<file path="src/rtl/event_blinker_pkg.sv">
// Shared types and sizing helpers for the event_blinker LED pulse stretcher.
package event_blinker_pkg;

  typedef enum logic [1:0] {
    IDLE = 2'd0,
    ON   = 2'd1,
    OFF  = 2'd2
  } blink_state_t;

  // One timer serves both phases, so it must hold the longer of the two loads.
  function automatic int unsigned timer_width(input int unsigned on_cycles,
                                              input int unsigned off_cycles);
    return $clog2(((on_cycles > off_cycles) ? on_cycles : off_cycles) + 1);
  endfunction

endpackage

</file>
<file path="src/rtl/blink_timer.sv">
// Loadable down-counter that stops at zero; zero flags the last cycle of a phase.
module blink_timer #(
  parameter int unsigned W = 8
) (
  input  logic         clk,
  input  logic         rst,
  input  logic         load,
  input  logic [W-1:0] value,
  output logic         zero
);

  logic [W-1:0] count_q, count_d;

  always_comb begin
    count_d = count_q;
    if (load) begin
      count_d = value;
    end else if (count_q != '0) begin
      count_d = count_q - W'(1);
    end
  end

  always_ff @(posedge clk) begin
    if (rst) begin
      count_q <= '0;
    end else begin
      count_q <= count_d;
    end
  end

  assign zero = (count_q == '0);

endmodule

</file>
<file path="src/rtl/event_blinker.sv">
// Turns single-cycle event strobes into visible LED blinks, queueing events that arrive mid-blink.
// Build option: EVENT_BLINKER_OVERFLOW_EN adds a sticky flag for events dropped at counter saturation.
module event_blinker
  import event_blinker_pkg::*;
#(
  parameter int unsigned ON_CYCLES  = 5_000_000,
  parameter int unsigned OFF_CYCLES = 5_000_000,
  parameter int unsigned PEND_W     = 4
) (
  input  logic              clk,
  input  logic              rst,
  input  logic              event_in,
  output logic              led,
  output logic              busy,
  output logic [PEND_W-1:0] pending,
  output logic              overflow
);

  localparam int unsigned       TMR_W    = timer_width(ON_CYCLES, OFF_CYCLES);
  localparam logic [TMR_W-1:0]  ON_LOAD  = TMR_W'(ON_CYCLES - 1);
  localparam logic [TMR_W-1:0]  OFF_LOAD = TMR_W'(OFF_CYCLES - 1);
  localparam logic [PEND_W-1:0] PEND_MAX = '1;

  blink_state_t      state_q;
  logic              led_q, busy_q;
  logic [PEND_W-1:0] pend_q, pend_d;
  logic              tmr_load_c, tmr_zero_c;
  logic [TMR_W-1:0]  tmr_value_c;
  logic              off_end_c, accept_c, consume_c, replay_c;

  blink_timer #(.W(TMR_W)) u_timer (
    .clk   (clk),
    .rst   (rst),
    .load  (tmr_load_c),
    .value (tmr_value_c),
    .zero  (tmr_zero_c)
  );

  // An event landing on the last OFF cycle with nothing queued starts the next blink directly.
  always_comb begin
    tmr_load_c  = 1'b0;
    tmr_value_c = ON_LOAD;
    off_end_c   = (state_q == OFF) && tmr_zero_c;
    consume_c   = off_end_c && (pend_q != '0);
    replay_c    = off_end_c && ((pend_q != '0) || event_in);
    accept_c    = event_in && (state_q != IDLE) && !(off_end_c && (pend_q == '0));

    case (state_q)
      IDLE: begin
        if (event_in) begin
          tmr_load_c  = 1'b1;
          tmr_value_c = ON_LOAD;
        end
      end
      ON: begin
        if (tmr_zero_c) begin
          tmr_load_c  = 1'b1;
          tmr_value_c = OFF_LOAD;
        end
      end
      OFF: begin
        if (replay_c) begin
          tmr_load_c  = 1'b1;
          tmr_value_c = ON_LOAD;
        end
      end
      default: begin
        tmr_load_c = 1'b0;
      end
    endcase

    pend_d = pend_q;
    if (accept_c && !consume_c && (pend_q != PEND_MAX)) begin
      pend_d = pend_q + PEND_W'(1);
    end else if (consume_c && !accept_c) begin
      pend_d = pend_q - PEND_W'(1);
    end
  end

  always_ff @(posedge clk) begin
    if (rst) begin
      state_q <= IDLE;
      led_q   <= 1'b0;
      busy_q  <= 1'b0;
      pend_q  <= '0;
    end else begin
      pend_q <= pend_d;
      case (state_q)
        IDLE: begin
          if (event_in) begin
            state_q <= ON;
            led_q   <= 1'b1;
            busy_q  <= 1'b1;
          end
        end
        ON: begin
          if (tmr_zero_c) begin
            state_q <= OFF;
            led_q   <= 1'b0;
          end
        end
        OFF: begin
          if (replay_c) begin
            state_q <= ON;
            led_q   <= 1'b1;
          end else if (tmr_zero_c) begin
            state_q <= IDLE;
            busy_q  <= 1'b0;
          end
        end
        default: begin
          state_q <= IDLE;
          led_q   <= 1'b0;
          busy_q  <= 1'b0;
        end
      endcase
    end
  end

  assign led     = led_q;
  assign busy    = busy_q;
  assign pending = pend_q;

`ifdef EVENT_BLINKER_OVERFLOW_EN
  logic ovf_q;
  logic drop_c;

  assign drop_c = accept_c && !consume_c && (pend_q == PEND_MAX);

  always_ff @(posedge clk) begin
    if (rst) begin
      ovf_q <= 1'b0;
    end else if (drop_c) begin
      ovf_q <= 1'b1;
    end
  end

  assign overflow = ovf_q;
`else
  assign overflow = 1'b0;
`endif

endmodule

</file>
<file path="config.mk">
export PLATFORM = sky130hd
export DESIGN_NAME = event_blinker
export DESIGN_NICKNAME = d
export VERILOG_FILES = /design/src/rtl/event_blinker_pkg.sv /design/src/rtl/blink_timer.sv /design/src/rtl/event_blinker.sv
export SDC_FILE = /design/constraint.sdc
export NUM_CORES = 1
export LEC_CHECK = 0
export BUFFER_PORTS_ARGS = -buffer_cell sky130_fd_sc_hd__buf_2
export CAP_MARGIN = 30
export CORE_ASPECT_RATIO = 1.1
export CORE_MARGIN = 2
export CORE_UTILIZATION = 47
export DETAILED_ROUTE_END_ITERATION = 16
export HOLD_SLACK_MARGIN = 0.08
export PLACE_DENSITY = 0.73
export SYNTH_ARGS = -nofsm -noshare
export SYNTH_HDL_FRONTEND = slang
export SYNTH_SLANG_ARGS = --single-unit
</file>
<file path="constraint.sdc">
create_clock -name clk -period 6.4 [get_ports clk]
set_clock_uncertainty 0.2 [all_clocks]
set_input_delay 0.64 -clock clk [delete_from_list [all_inputs] [get_ports clk]]
set_output_delay 0.64 -clock clk [all_outputs]
set_load 0.01 [all_outputs]
</file>
### Word level (Yosys, flattened, before mapping)

Index checks and enable logic that the tools add are counted.

| cells by class | value |
|---|---|
| divide/modulo/power cells | 0 |
| bitwise gates (word level) | 1 |
| $lt $le $gt $ge | 0 |
| $add $sub $neg | 3 |
| reductions and logical operators | 25 |
| multiply operators | 0 |
| muxes and demuxes | 19 |
| shift operators | 0 |
| equality and inequality tests | 9 |

Operator list:

| cell | number |
|---|---|
| 2-to-1 mux 23 bit | 2 |
| zero test 23 bit | 1 |
| nonzero test 23 bit | 1 |
| subtractor 23 x 1 -> 23 bit, second input constant | 1 |
| inequality test 2 bit, second input constant | 5 |
| logical AND 1 bit | 9 |
| case mux 1 bit (3 select lines) | 3 |
| 2-to-1 mux 2 bit | 4 |
| 2-to-1 mux 4 bit | 2 |
| 2-to-1 mux 1 bit | 7 |
| case mux 2 bit (3 select lines) | 1 |
| AND reduction 3 bit | 2 |
| nonzero test 2 bit | 3 |
| adder 4 x 1 -> 4 bit, second input constant | 1 |
| zero test 4 bit | 1 |
| inequality test 4 bit, second input constant | 1 |
| AND reduction 4 bit | 1 |
| nonzero test 4 bit | 1 |
| subtractor 4 x 1 -> 4 bit, second input constant | 1 |
| zero test 1 bit | 3 |
| inequality test 3 bit, second input constant | 1 |
| == test 2 x 1 -> 1 bit, second input constant | 1 |
| == test 2 bit, second input constant | 1 |
| zero test 2 bit | 1 |
| other kinds (3) | 3 |

| word-level totals | value |
|---|---|
| bits in read-only memories | 0 |
| bits in writable memories | 0 |
| register bits | 31 |
| output and inout bits | 7 |
| memories | 0 |
| input bits | 3 |
| bits in latches | 0 |
| word-level logic and storage cells | 63 |

### Depth between registers and ports, before layout

Gate-level depths: netlist (run 1).

| depth | value |
|---|---|
| word-level depth | 9 |
| gate-level depth with buffers | 12 |
| gate-level depth less buffers | 11 |

### Modules after synthesis

Synthesis (run 1) repeated with hierarchy kept, for this count alone.

| unflattened totals | value |
|---|---|
| cells, all modules | 222 |
| area total of the unflattened synthesis | 1838.0 um^2 |

Modules (own cells, without submodules):

| module | sequential area each (um^2) | times used | cells an instance | area an instance (um^2) |
|---|---|---|---|---|
| blink_timer | 460.4 | 1 | 156 | 1291.2 |
| event_blinker | 160.2 | 1 | 66 | 546.8 |

### Least setup slack after synthesis (run 1)

Ideal clock, no wire load.

| path | value |
|---|---|
| kind | flip-flop to flip-flop |
| start | register u_timer.count_q[0] |
| end | register pend_q[3] (netlist: pending[3]) |
| data required time | 6.077 ns |
| cell stages (with the launch flop) | 13 |
| clock period less this slack | 3.176 ns |
| arrival time | 2.852 ns |
| setup time | 0.123 ns |
| buffers on the path | 1 |
| setup slack | 3.224 ns |
| path through | dfxtp_1 -> inv_1 -> ha_1 -> or4b_2 -> nor4_4 -> buf_6 -> a21o_1 -> ha_1 -> a21o_1 -> a21oi_1 -> a211oi_1 -> a31oi_1 -> mux2_1 |

| on the way | value |
|---|---|
| cells in the longest elaborated chain, start to end | 8 |
| elaborated cells between the ends (all ways) | 13 |
| classes of those cells | mux (1); reduce/logical (12) |

RTL lines:

| item | RTL line | text |
|---|---|---|
| from (decl) | blink_timer.sv:12 | `logic [W-1:0] count_q, count_d;` |
| from (signal assigned) | blink_timer.sv:27 | `count_q <= count_d;` |
| zero test 23 bit * | blink_timer.sv:31 | `assign zero = (count_q == '0);` |
| logical AND 1 bit * | event_blinker.sv:43 | `off_end_c = (state_q == OFF) && tmr_zero_c;` |
| logical AND 1 bit | event_blinker.sv:46 | `accept_c = event_in && (state_q != IDLE) && !(off_end_c && (pend_q == '0));` |
| zero test 1 bit | event_blinker.sv:46 |  |
| logical AND 1 bit | event_blinker.sv:46 |  |
| logical AND 1 bit / zero test 1 bit (equally long branches) | event_blinker.sv:73, event_blinker.sv:75 |  |
| logical AND 1 bit (on tied branches) | event_blinker.sv:73, event_blinker.sv:75 |  |
| 2-to-1 mux 4 bit / nonzero test 2 bit (equally long branches) | n/a |  |
| to (signal assigned) | event_blinker.sv:87 | `pend_q <= pend_d;` |
| to (decl) | event_blinker.sv:26 | `logic [PEND_W-1:0] pend_q, pend_d;` |

Every way passes the cells marked *; elsewhere a longest branch is shown, timed or not.
A chain may end at the register's enable or synchronous reset.

### Worst setup path in the final report (run 1)

Ends and elaborated chain as after synthesis.

==> results of run 1 <==
[flip-flops by register name (all words and copies together) (netlist names)]
register and count:
state_q 2, busy 1, pending 4, led 1, u_timer.count_q 23
[final timing paths]
kind	to	cells after the start	from	slack, ns
max reg2reg	pending[3]$_SDFFE_PP0P_	11	u_timer.count_q[0]$_SDFFE_PP0P_	2.79
max	pending[3]$_SDFFE_PP0P_	11	u_timer.count_q[0]$_SDFFE_PP0P_	2.79
min reg2reg	led$_SDFFE_PP0P_	2	led$_SDFFE_PP0P_	0.28
min	led$_SDFFE_PP0P_	2	led$_SDFFE_PP0P_	0.28
[cell families (layout without fill, tap and decap cells)]
group | after synthesis | after routing | share of synthesized area
XOR/XNOR | 14 | 14 | 0.0703
adder cells (fa/ha/maj) | 5 | 5 | 0.0402
AO/OA/AOI/OAI | 48 | 48 | 0.182
multiplexers | 4 | 4 | 0.0265
buffers and inverters | 18 | 21 | 0.0516
other | 1 | 1 | 0.00215
AND/OR/NAND/NOR | 83 | 83 | 0.272
flip-flops | 31 | 31 | 0.356
[metal layers]
layer / vias to the layer above / routed length [um] / GRT usage
met5: - / 0 / 0
met4: 0 / 65 / 0.0878
met3: 7 / 155 / 0.0397
met2: 38 / 1650 / 0.305
met1: 677 / 1750 / 0.264
li1: 754 / - / -
[critical path: cells and delay by family (launching register included)]
kind	cells	cell delay, ns
simple gates	2	1.24
compound gates	5	0.88
fa+ha+maj	2	0.42
mux	1	0.33
flops	1	0.32
buf+inv	1	0.11
[stage by stage]
step / setup WS [ns] / std cells
floorplan: 3.22 / 204
global route: 2.58 / 257
finish: 2.79 / 257
CTS: 2.80 / 257
global placement: 2.87 / 249
detailed placement: 2.82 / 249
[cell type report]
type / instances / area, um^2 / share of cell area
inverter: 5 / 18.8 / 0.0101
clock inverter: 1 / 5.00 / 0.00270
clock buffer: 7 / 76.3 / 0.0411
tap: 50 / 62.6 / 0.0337
sequential: 31 / 621 / 0.334
multi-input combinational: 155 / 1030 / 0.557
timing repair buffer: 8 / 40.0 / 0.0216
[cell usage in the layout (no fill, tap or decap), types with 5 or more instances in the layout]
master / instances
dfxtp_1: 31
nor2_1: 17
a21oi_1: 16
nand2_1: 14
or4_1: 12
xor2_1: 9
nor3_1: 8
a31oi_1: 8
buf_2: 8
o21ai_0: 7
nor4_1: 6
nand3_1: 6
inv_1: 5
xnor2_1: 5
clkbuf_8: 5
[power groups by stage]
stage	Clock, uW	Combinational (uW)	Sequential [uW]
after floorplan	0	105	230
after global placement	0	121	233
after detailed placement	0	123	233
after CTS	153	124	229
after global routing	162	139	232
final	148	125	229
==> run_summary.xml, run 1 <==
<?xml version="1.0" encoding="UTF-8"?>
<metrics>
  <group name="status">
    <metric name="outcome" unit="">complete, no violations</metric>
  </group>
  <group name="timing">
    <metric name="final_cycle_utilization_of_the_critical_path" unit="">0.563</metric>
    <metric name="final-max-slew-violation-count" unit="">0</metric>
    <metric name="timing.final.hold_violations" unit="">0</metric>
    <metric name="finalSetupViolCount" unit="">0</metric>
    <metric name="tightestPinTransition" unit="ns">0.637</metric>
    <metric name="grt_setup_unrepaired" unit="">no</metric>
    <metric name="worst_hold_slack" unit="ns">0.276</metric>
    <metric name="timing.final.crit_period" unit="ns">3.61</metric>
    <metric name="timing.slew.headroom" unit="">0.572</metric>
    <metric name="maxClockFrequency" unit="MHz">277</metric>
    <metric name="totalNegativeSetupSlack" unit="ns">0</metric>
  </group>
  <group name="layout">
    <metric name="finalNetCount" unit="">214</metric>
    <metric name="antenna_cells" unit="">0</metric>
    <metric name="finish.instance_area" unit="mm^2">0.00186</metric>
    <metric name="drive_gt1_frac" unit="">0.111</metric>
    <metric name="area_growth" unit="%">6.46</metric>
    <metric name="fin_util" unit="">0.516</metric>
    <metric name="n_fill_cell" unit="">335</metric>
  </group>
  <group name="global_route">
    <metric name="grt_pass1_vias" unit="">1315</metric>
    <metric name="gr-total-overflow" unit="">0</metric>
    <metric name="grt.total_usage" unit="">0.198</metric>
    <metric name="grt_start_max_net_pins" unit="">23</metric>
    <metric name="grt_first_pass_wirelength" unit="mm">6.13</metric>
    <metric name="antenna_found_initial" unit="">0</metric>
  </group>
  <group name="clocking">
    <metric name="cts_num_sinks" unit="">31</metric>
    <metric name="root_buffer" unit="">clkbuf_8</metric>
    <metric name="post_cts_repair_setup_buffers" unit="">0</metric>
    <metric name="cts.repair.resized" unit="">0</metric>
    <metric name="tritoncts" unit="">done</metric>
    <metric name="worst_skew_pair.late_latency" unit="ns">0.29</metric>
    <metric name="cts_inserted_buffers" unit="">5</metric>
    <metric name="clock_tree.htree_level_count" unit="">2</metric>
    <metric name="clk_pin_slew" unit="ns">0.06</metric>
    <metric name="cts_hold_buffers" unit="">0</metric>
    <metric name="cts-root-to-sink-buffers" unit="">2</metric>
  </group>
  <group name="power">
    <metric name="seq_power_share" unit="">0.457</metric>
    <metric name="post-layout-total-power" unit="uW">502</metric>
    <metric name="cell_internal_pwr" unit="uW">334</metric>
    <metric name="total_leakage_power" unit="uW">0.000692</metric>
    <metric name="maximum_resistive_drop_on_vdd" unit="mV">0.151</metric>
    <metric name="sw_frac_of_total" unit="">0.334</metric>
    <metric name="cellPowerDensity" unit="mW/mm^2">271</metric>
    <metric name="combPwrFrac" unit="">0.248</metric>
    <metric name="sw_power" unit="uW">168</metric>
    <metric name="clkPwrFrac" unit="">0.295</metric>
  </group>
  <group name="synth">
    <metric name="synth_largest_type_area_fraction" unit="">0.356</metric>
    <metric name="sequential_element_share_of_the_synthesized_area" unit="">0.356</metric>
    <metric name="yosys.cell_count.top_type" unit="">dfxtp_1</metric>
    <metric name="synth.net_count" unit="">212</metric>
    <metric name="netlist_top_cells_count" unit="">dfxtp_1, nor2_1, a21oi_1, nand2_1, or4_1</metric>
    <metric name="synth_warnings" unit="">0</metric>
    <metric name="ys_ff_latch" unit="">31</metric>
    <metric name="synth_edf_count" unit="">0</metric>
    <metric name="synth_cell_type_count" unit="">49</metric>
    <metric name="netlist_area" unit="mm^2">0.00174</metric>
    <metric name="synth_flop_cell" unit="">dfxtp_1</metric>
    <metric name="synth_top_cells_by_area" unit="">dfxtp_1, or4_1, a21oi_1, xor2_1, nor2_1</metric>
    <metric name="asr_flop_ratio_synth" unit="">0</metric>
    <metric name="synthCells" unit="">204</metric>
    <metric name="syn_area_per_cell" unit="um^2">8.55</metric>
    <metric name="synthDominantAreaCellType" unit="">dfxtp_1</metric>
  </group>
  <group name="place">
    <metric name="place.port_buffers" unit="">8</metric>
    <metric name="gp_routability_congestion" unit="">0.810</metric>
    <metric name="detailed_place.area" unit="mm^2">0.00178</metric>
    <metric name="dp_hpwl" unit="mm">2.49</metric>
  </group>
  <group name="critical_path">
    <metric name="worst_path_arrival_time" unit="ns">3.57</metric>
    <metric name="crit_path_max_fanout" unit="">11</metric>
    <metric name="critical_path.max_stage_delay" unit="ns">0.66</metric>
    <metric name="critical_path.cell_chain" unit="">inv_1 &gt; ha_1 &gt; or4b_2 &gt; nor4_4 &gt; a21o_1 &gt; ha_1 &gt; a21o_1 &gt; a21oi_1 &gt; a211oi_1 &gt; a31oi_1 &gt; mux2_1</metric>
    <metric name="worstSetupEndpointType" unit="">flop</metric>
    <metric name="slowest_stage" unit="">or4b_2</metric>
    <metric name="worstSetupPathType" unit="">reg2reg</metric>
    <metric name="crit_required" unit="ns">6.37</metric>
    <metric name="worstSetupStartpointType" unit="">flop</metric>
  </group>
  <group name="hold_path">
    <metric name="type_of_the_tightest_min_delay_check" unit="">reg2reg</metric>
  </group>
  <group name="floorplanning">
    <metric name="die_width" unit="um">62.1</metric>
    <metric name="ios" unit="">10</metric>
    <metric name="design.die.area" unit="mm^2">0.00421</metric>
    <metric name="effective_utilization_at_floorplan" unit="">0.485</metric>
    <metric name="core_region_area" unit="mm^2">0.00360</metric>
    <metric name="floorplan.rows" unit="">23</metric>
    <metric name="chipHeight" unit="um">67.9</metric>
  </group>
  <group name="route">
    <metric name="drt_pass1_iterations" unit="">4</metric>
    <metric name="detail-route-antenna-nets" unit="">0</metric>
    <metric name="post_drt_wl_per_cell" unit="um">14.1</metric>
    <metric name="drc_errors" unit="">0</metric>
    <metric name="via_count_normalized_by_instance_count" unit="">5.74</metric>
    <metric name="drt-initial-drc-count" unit="">60</metric>
    <metric name="via_count" unit="">1476</metric>
    <metric name="wirelength" unit="mm">3.62</metric>
  </group>
  <group name="flow_run">
    <metric name="max_cap_viol_count" unit="">0</metric>
  </group>
</metrics>
Power figures use the tool's default switching activity.
==> run 2, diff against run 1 <==
==> constraint.sdc (replaced) <==
create_clock -name clk -period 3.4 [get_ports clk]
set_clock_uncertainty 0.2 [all_clocks]
set_input_delay 0.34 -clock clk [delete_from_list [all_inputs] [get_ports clk]]
set_output_delay 0.34 -clock clk [all_outputs]
set_load 0.01 [all_outputs]
==> run 2 against run 1 <==
  * Clock power rose by 97%
  * Maximum frequency up 18%
  * Final cell count grew 0.78%
  * Via count decreased by 0.20%
  * Clock-buffer cell count shrank 1
  * Sequential share of layout area shrank 0.58 points
  * Worst hold slack got worse by 0.029 ns
  * Global-route usage is 0.54 points lower
  * Core utilization grew 0.90 points
  * Cell area rose by 1.8%
==> run_summary.xml, run 2 (synthesis results as in run 1) <==
<?xml version="1.0" encoding="UTF-8"?>
<metrics>
  <group name="route">
    <metric name="drc_errors" unit="">0</metric>
    <metric name="via_count_normalized_by_instance_count" unit="">5.69</metric>
    <metric name="detail-route-antenna-nets" unit="">0</metric>
    <metric name="wirelength" unit="mm">3.62</metric>
    <metric name="post_drt_wl_per_cell" unit="um">14.0</metric>
    <metric name="via_count" unit="">1473</metric>
    <metric name="drt-initial-drc-count" unit="">71</metric>
    <metric name="drt_pass1_iterations" unit="">4</metric>
  </group>
  <group name="floorplanning">
    <metric name="effective_utilization_at_floorplan" unit="">0.485</metric>
    <metric name="core_region_area" unit="mm^2">0.00360</metric>
    <metric name="die_width" unit="um">62.1</metric>
    <metric name="design.die.area" unit="mm^2">0.00421</metric>
    <metric name="ios" unit="">10</metric>
    <metric name="chipHeight" unit="um">67.9</metric>
    <metric name="floorplan.rows" unit="">23</metric>
  </group>
  <group name="critical_path">
    <metric name="worstSetupStartpointType" unit="">flop</metric>
    <metric name="path_depth_of_the_worst_reg2reg_path" unit="">9</metric>
    <metric name="worstSetupPathType" unit="">reg2reg</metric>
    <metric name="crit_required" unit="ns">3.37</metric>
    <metric name="cpMostUsedCell" unit="">a21o_1</metric>
    <metric name="worstSetupEndpointType" unit="">flop</metric>
    <metric name="critical_path.cell_chain" unit="">or4_1 &gt; nor4_4 &gt; a21o_1 &gt; ha_1 &gt; a21o_1 &gt; a21oi_1 &gt; a211oi_1 &gt; a31oi_1 &gt; mux2_1</metric>
    <metric name="reg2reg_to" unit="">pending[3]$_SDFFE_PP0P_</metric>
    <metric name="critical-path-top-delay-family" unit="">simple AND/OR/NAND/NOR gates</metric>
    <metric name="slowest_stage" unit="">or4_1</metric>
    <metric name="critical_path.n_buffers_inverters" unit="">0</metric>
    <metric name="rrSetupSlack" unit="ns">0.35</metric>
    <metric name="worst_path_arrival_time" unit="ns">3.02</metric>
    <metric name="critical_path.max_stage_delay" unit="ns">0.68</metric>
    <metric name="worstReg2RegStart" unit="">u_timer.count_q[14]$_SDFFE_PP0P_</metric>
    <metric name="crit_path_max_fanout" unit="">7</metric>
  </group>
  <group name="clocking">
    <metric name="root_buffer" unit="">clkbuf_8</metric>
    <metric name="cts_inserted_buffers" unit="">5</metric>
    <metric name="clock_tree.htree_level_count" unit="">2</metric>
    <metric name="cts_hold_buffers" unit="">0</metric>
    <metric name="cts-root-to-sink-buffers" unit="">2</metric>
    <metric name="worst_skew_pair.late_latency" unit="ns">0.28</metric>
    <metric name="clk_pin_slew" unit="ns">0.07</metric>
    <metric name="cts_num_sinks" unit="">31</metric>
    <metric name="tritoncts" unit="">done</metric>
  </group>
  <group name="layout">
    <metric name="finalNetCount" unit="">217</metric>
    <metric name="antenna_cells" unit="">0</metric>
    <metric name="register_area" unit="um^2">621</metric>
    <metric name="stdcell_count" unit="">259</metric>
    <metric name="max_flop_register" unit="">u_timer.count_q</metric>
    <metric name="area_growth" unit="%">8.32</metric>
    <metric name="multiInputGateArea" unit="mm^2">0.00104</metric>
    <metric name="drive_gt1_frac" unit="">0.129</metric>
    <metric name="final_cell_mix" unit="">dfxtp_1, nor2_1, a21oi_1</metric>
    <metric name="n_fill_cell" unit="">332</metric>
    <metric name="largest_register_ff_count" unit="">23</metric>
    <metric name="layout.cells.most_common" unit="">dfxtp_1</metric>
  </group>
  <group name="timing">
    <metric name="totalNegativeSetupSlack" unit="ns">0</metric>
    <metric name="finalSetupViolCount" unit="">0</metric>
    <metric name="timing.final.hold_violations" unit="">0</metric>
    <metric name="final_cycle_utilization_of_the_critical_path" unit="">0.896</metric>
    <metric name="final-max-slew-violation-count" unit="">0</metric>
    <metric name="tightestPinTransition" unit="ns">0.642</metric>
    <metric name="worst_hold_slack" unit="ns">0.247</metric>
    <metric name="timing.slew.headroom" unit="">0.568</metric>
    <metric name="grt_setup_unrepaired" unit="">no</metric>
    <metric name="maxClockFrequency" unit="MHz">328</metric>
    <metric name="timing.final.crit_period" unit="ns">3.05</metric>
  </group>
  <group name="place">
    <metric name="dp_hpwl" unit="mm">2.57</metric>
    <metric name="post-place-cells" unit="">251</metric>
    <metric name="place.port_buffers" unit="">8</metric>
    <metric name="gp_routability_congestion" unit="">0.796</metric>
  </group>
  <group name="hold_path">
    <metric name="min_to" unit="">state_q[0]$_SDFFE_PP0P_</metric>
    <metric name="hold_path.startpoint" unit="">event_in</metric>
    <metric name="min_delay_path_depth" unit="">3</metric>
    <metric name="type_of_the_tightest_min_delay_check" unit="">in2reg</metric>
  </group>
  <group name="global_route">
    <metric name="antenna_found_initial" unit="">0</metric>
    <metric name="grt.total_usage" unit="">0.192</metric>
    <metric name="gr-total-overflow" unit="">0</metric>
    <metric name="grt_first_pass_wirelength" unit="mm">6.09</metric>
    <metric name="grt_start_max_net_pins" unit="">23</metric>
    <metric name="grt_pass1_vias" unit="">1308</metric>
  </group>
  <group name="power">
    <metric name="maximum_resistive_drop_on_vdd" unit="mV">0.331</metric>
    <metric name="total_leakage_power" unit="uW">0.000714</metric>
    <metric name="cellPowerDensity" unit="mW/mm^2">512</metric>
  </group>
  <group name="flow_run">
    <metric name="max_cap_viol_count" unit="">0</metric>
  </group>
  <group name="status">
    <metric name="outcome" unit="">complete, no violations</metric>
  </group>
</metrics>
## run 2: area by class of cell
class / count / area share
timing repair buffer: 11 / 0.0331
tap: 50 / 0.0331
clock inverter: 1 / 0.00265
clock buffer: 6 / 0.0437
sequential: 31 / 0.328
multi-input combinational: 155 / 0.549
inverter: 5 / 0.00993
## run 2: report_power, final
group | internal (uW) | leakage [uW] | switching [uW]
Sequential | 396 | 0.000255 | 35.4
Combinational | 96.0 | 0.000411 | 149
Clock | 159 | 0.0000470 | 133
## run 2: repair_timing
| item | in CTS | in global routing |
|---|---|---|
| endpoints found under the setup margin | 0 | 1 |
| setup buffers | 0 | 1 |
| resized for setup | 0 | 1 |
## run 2: metrics by stage
stage	utilization	total power (uW)	worst slack [ns]	cell area (um^2)
after floorplan	-	630	0.224	1740
after global placement	0.498	674	0.240	1790
after CTS	0.522	970	0.164	1880
after detailed placement	0.498	679	0.170	1790
after global routing	0.525	1020	0.149	1890
final	0.525	968	0.352	1890
## run 2: worst register-to-register path, stage by stage, from the launching register on
cell      delay (ns)
dfxtp_1         0.34
or4_1           0.68
nor4_4          0.35
a21o_1          0.21
ha_1            0.25
a21o_1          0.17
a21oi_1         0.18
a211oi_1        0.07
a31oi_1         0.17
mux2_1          0.33
## run 2: worst max-delay path by stage
stage	end	start	depth (start not counted)	slack (ns)
2_1_floorplan	pending[3]$_SDFFE_PP0P_	u_timer.count_q[0]$_SDFFE_PP0P_	12	0.22
3_3_place_gp	pending[3]$_SDFFE_PP0P_	u_timer.count_q[0]$_SDFFE_PP0P_	11	0.24
3_5_place_dp	pending[3]$_SDFFE_PP0P_	u_timer.count_q[0]$_SDFFE_PP0P_	11	0.17
4_1_cts	pending[3]$_SDFFE_PP0P_	u_timer.count_q[0]$_SDFFE_PP0P_	11	0.16
5_1_grt	pending[3]$_SDFFE_PP0P_	u_timer.count_q[0]$_SDFFE_PP0P_	11	0.15
6_report	pending[3]$_SDFFE_PP0P_	u_timer.count_q[14]$_SDFFE_PP0P_	9	0.35
## run 2: routing by layer
layer	wire length, um	GRT usage
met5	0	0
met3	122	0.0454
met1	1820	0.277
met4	60	0.0745
met2	1620	0.275
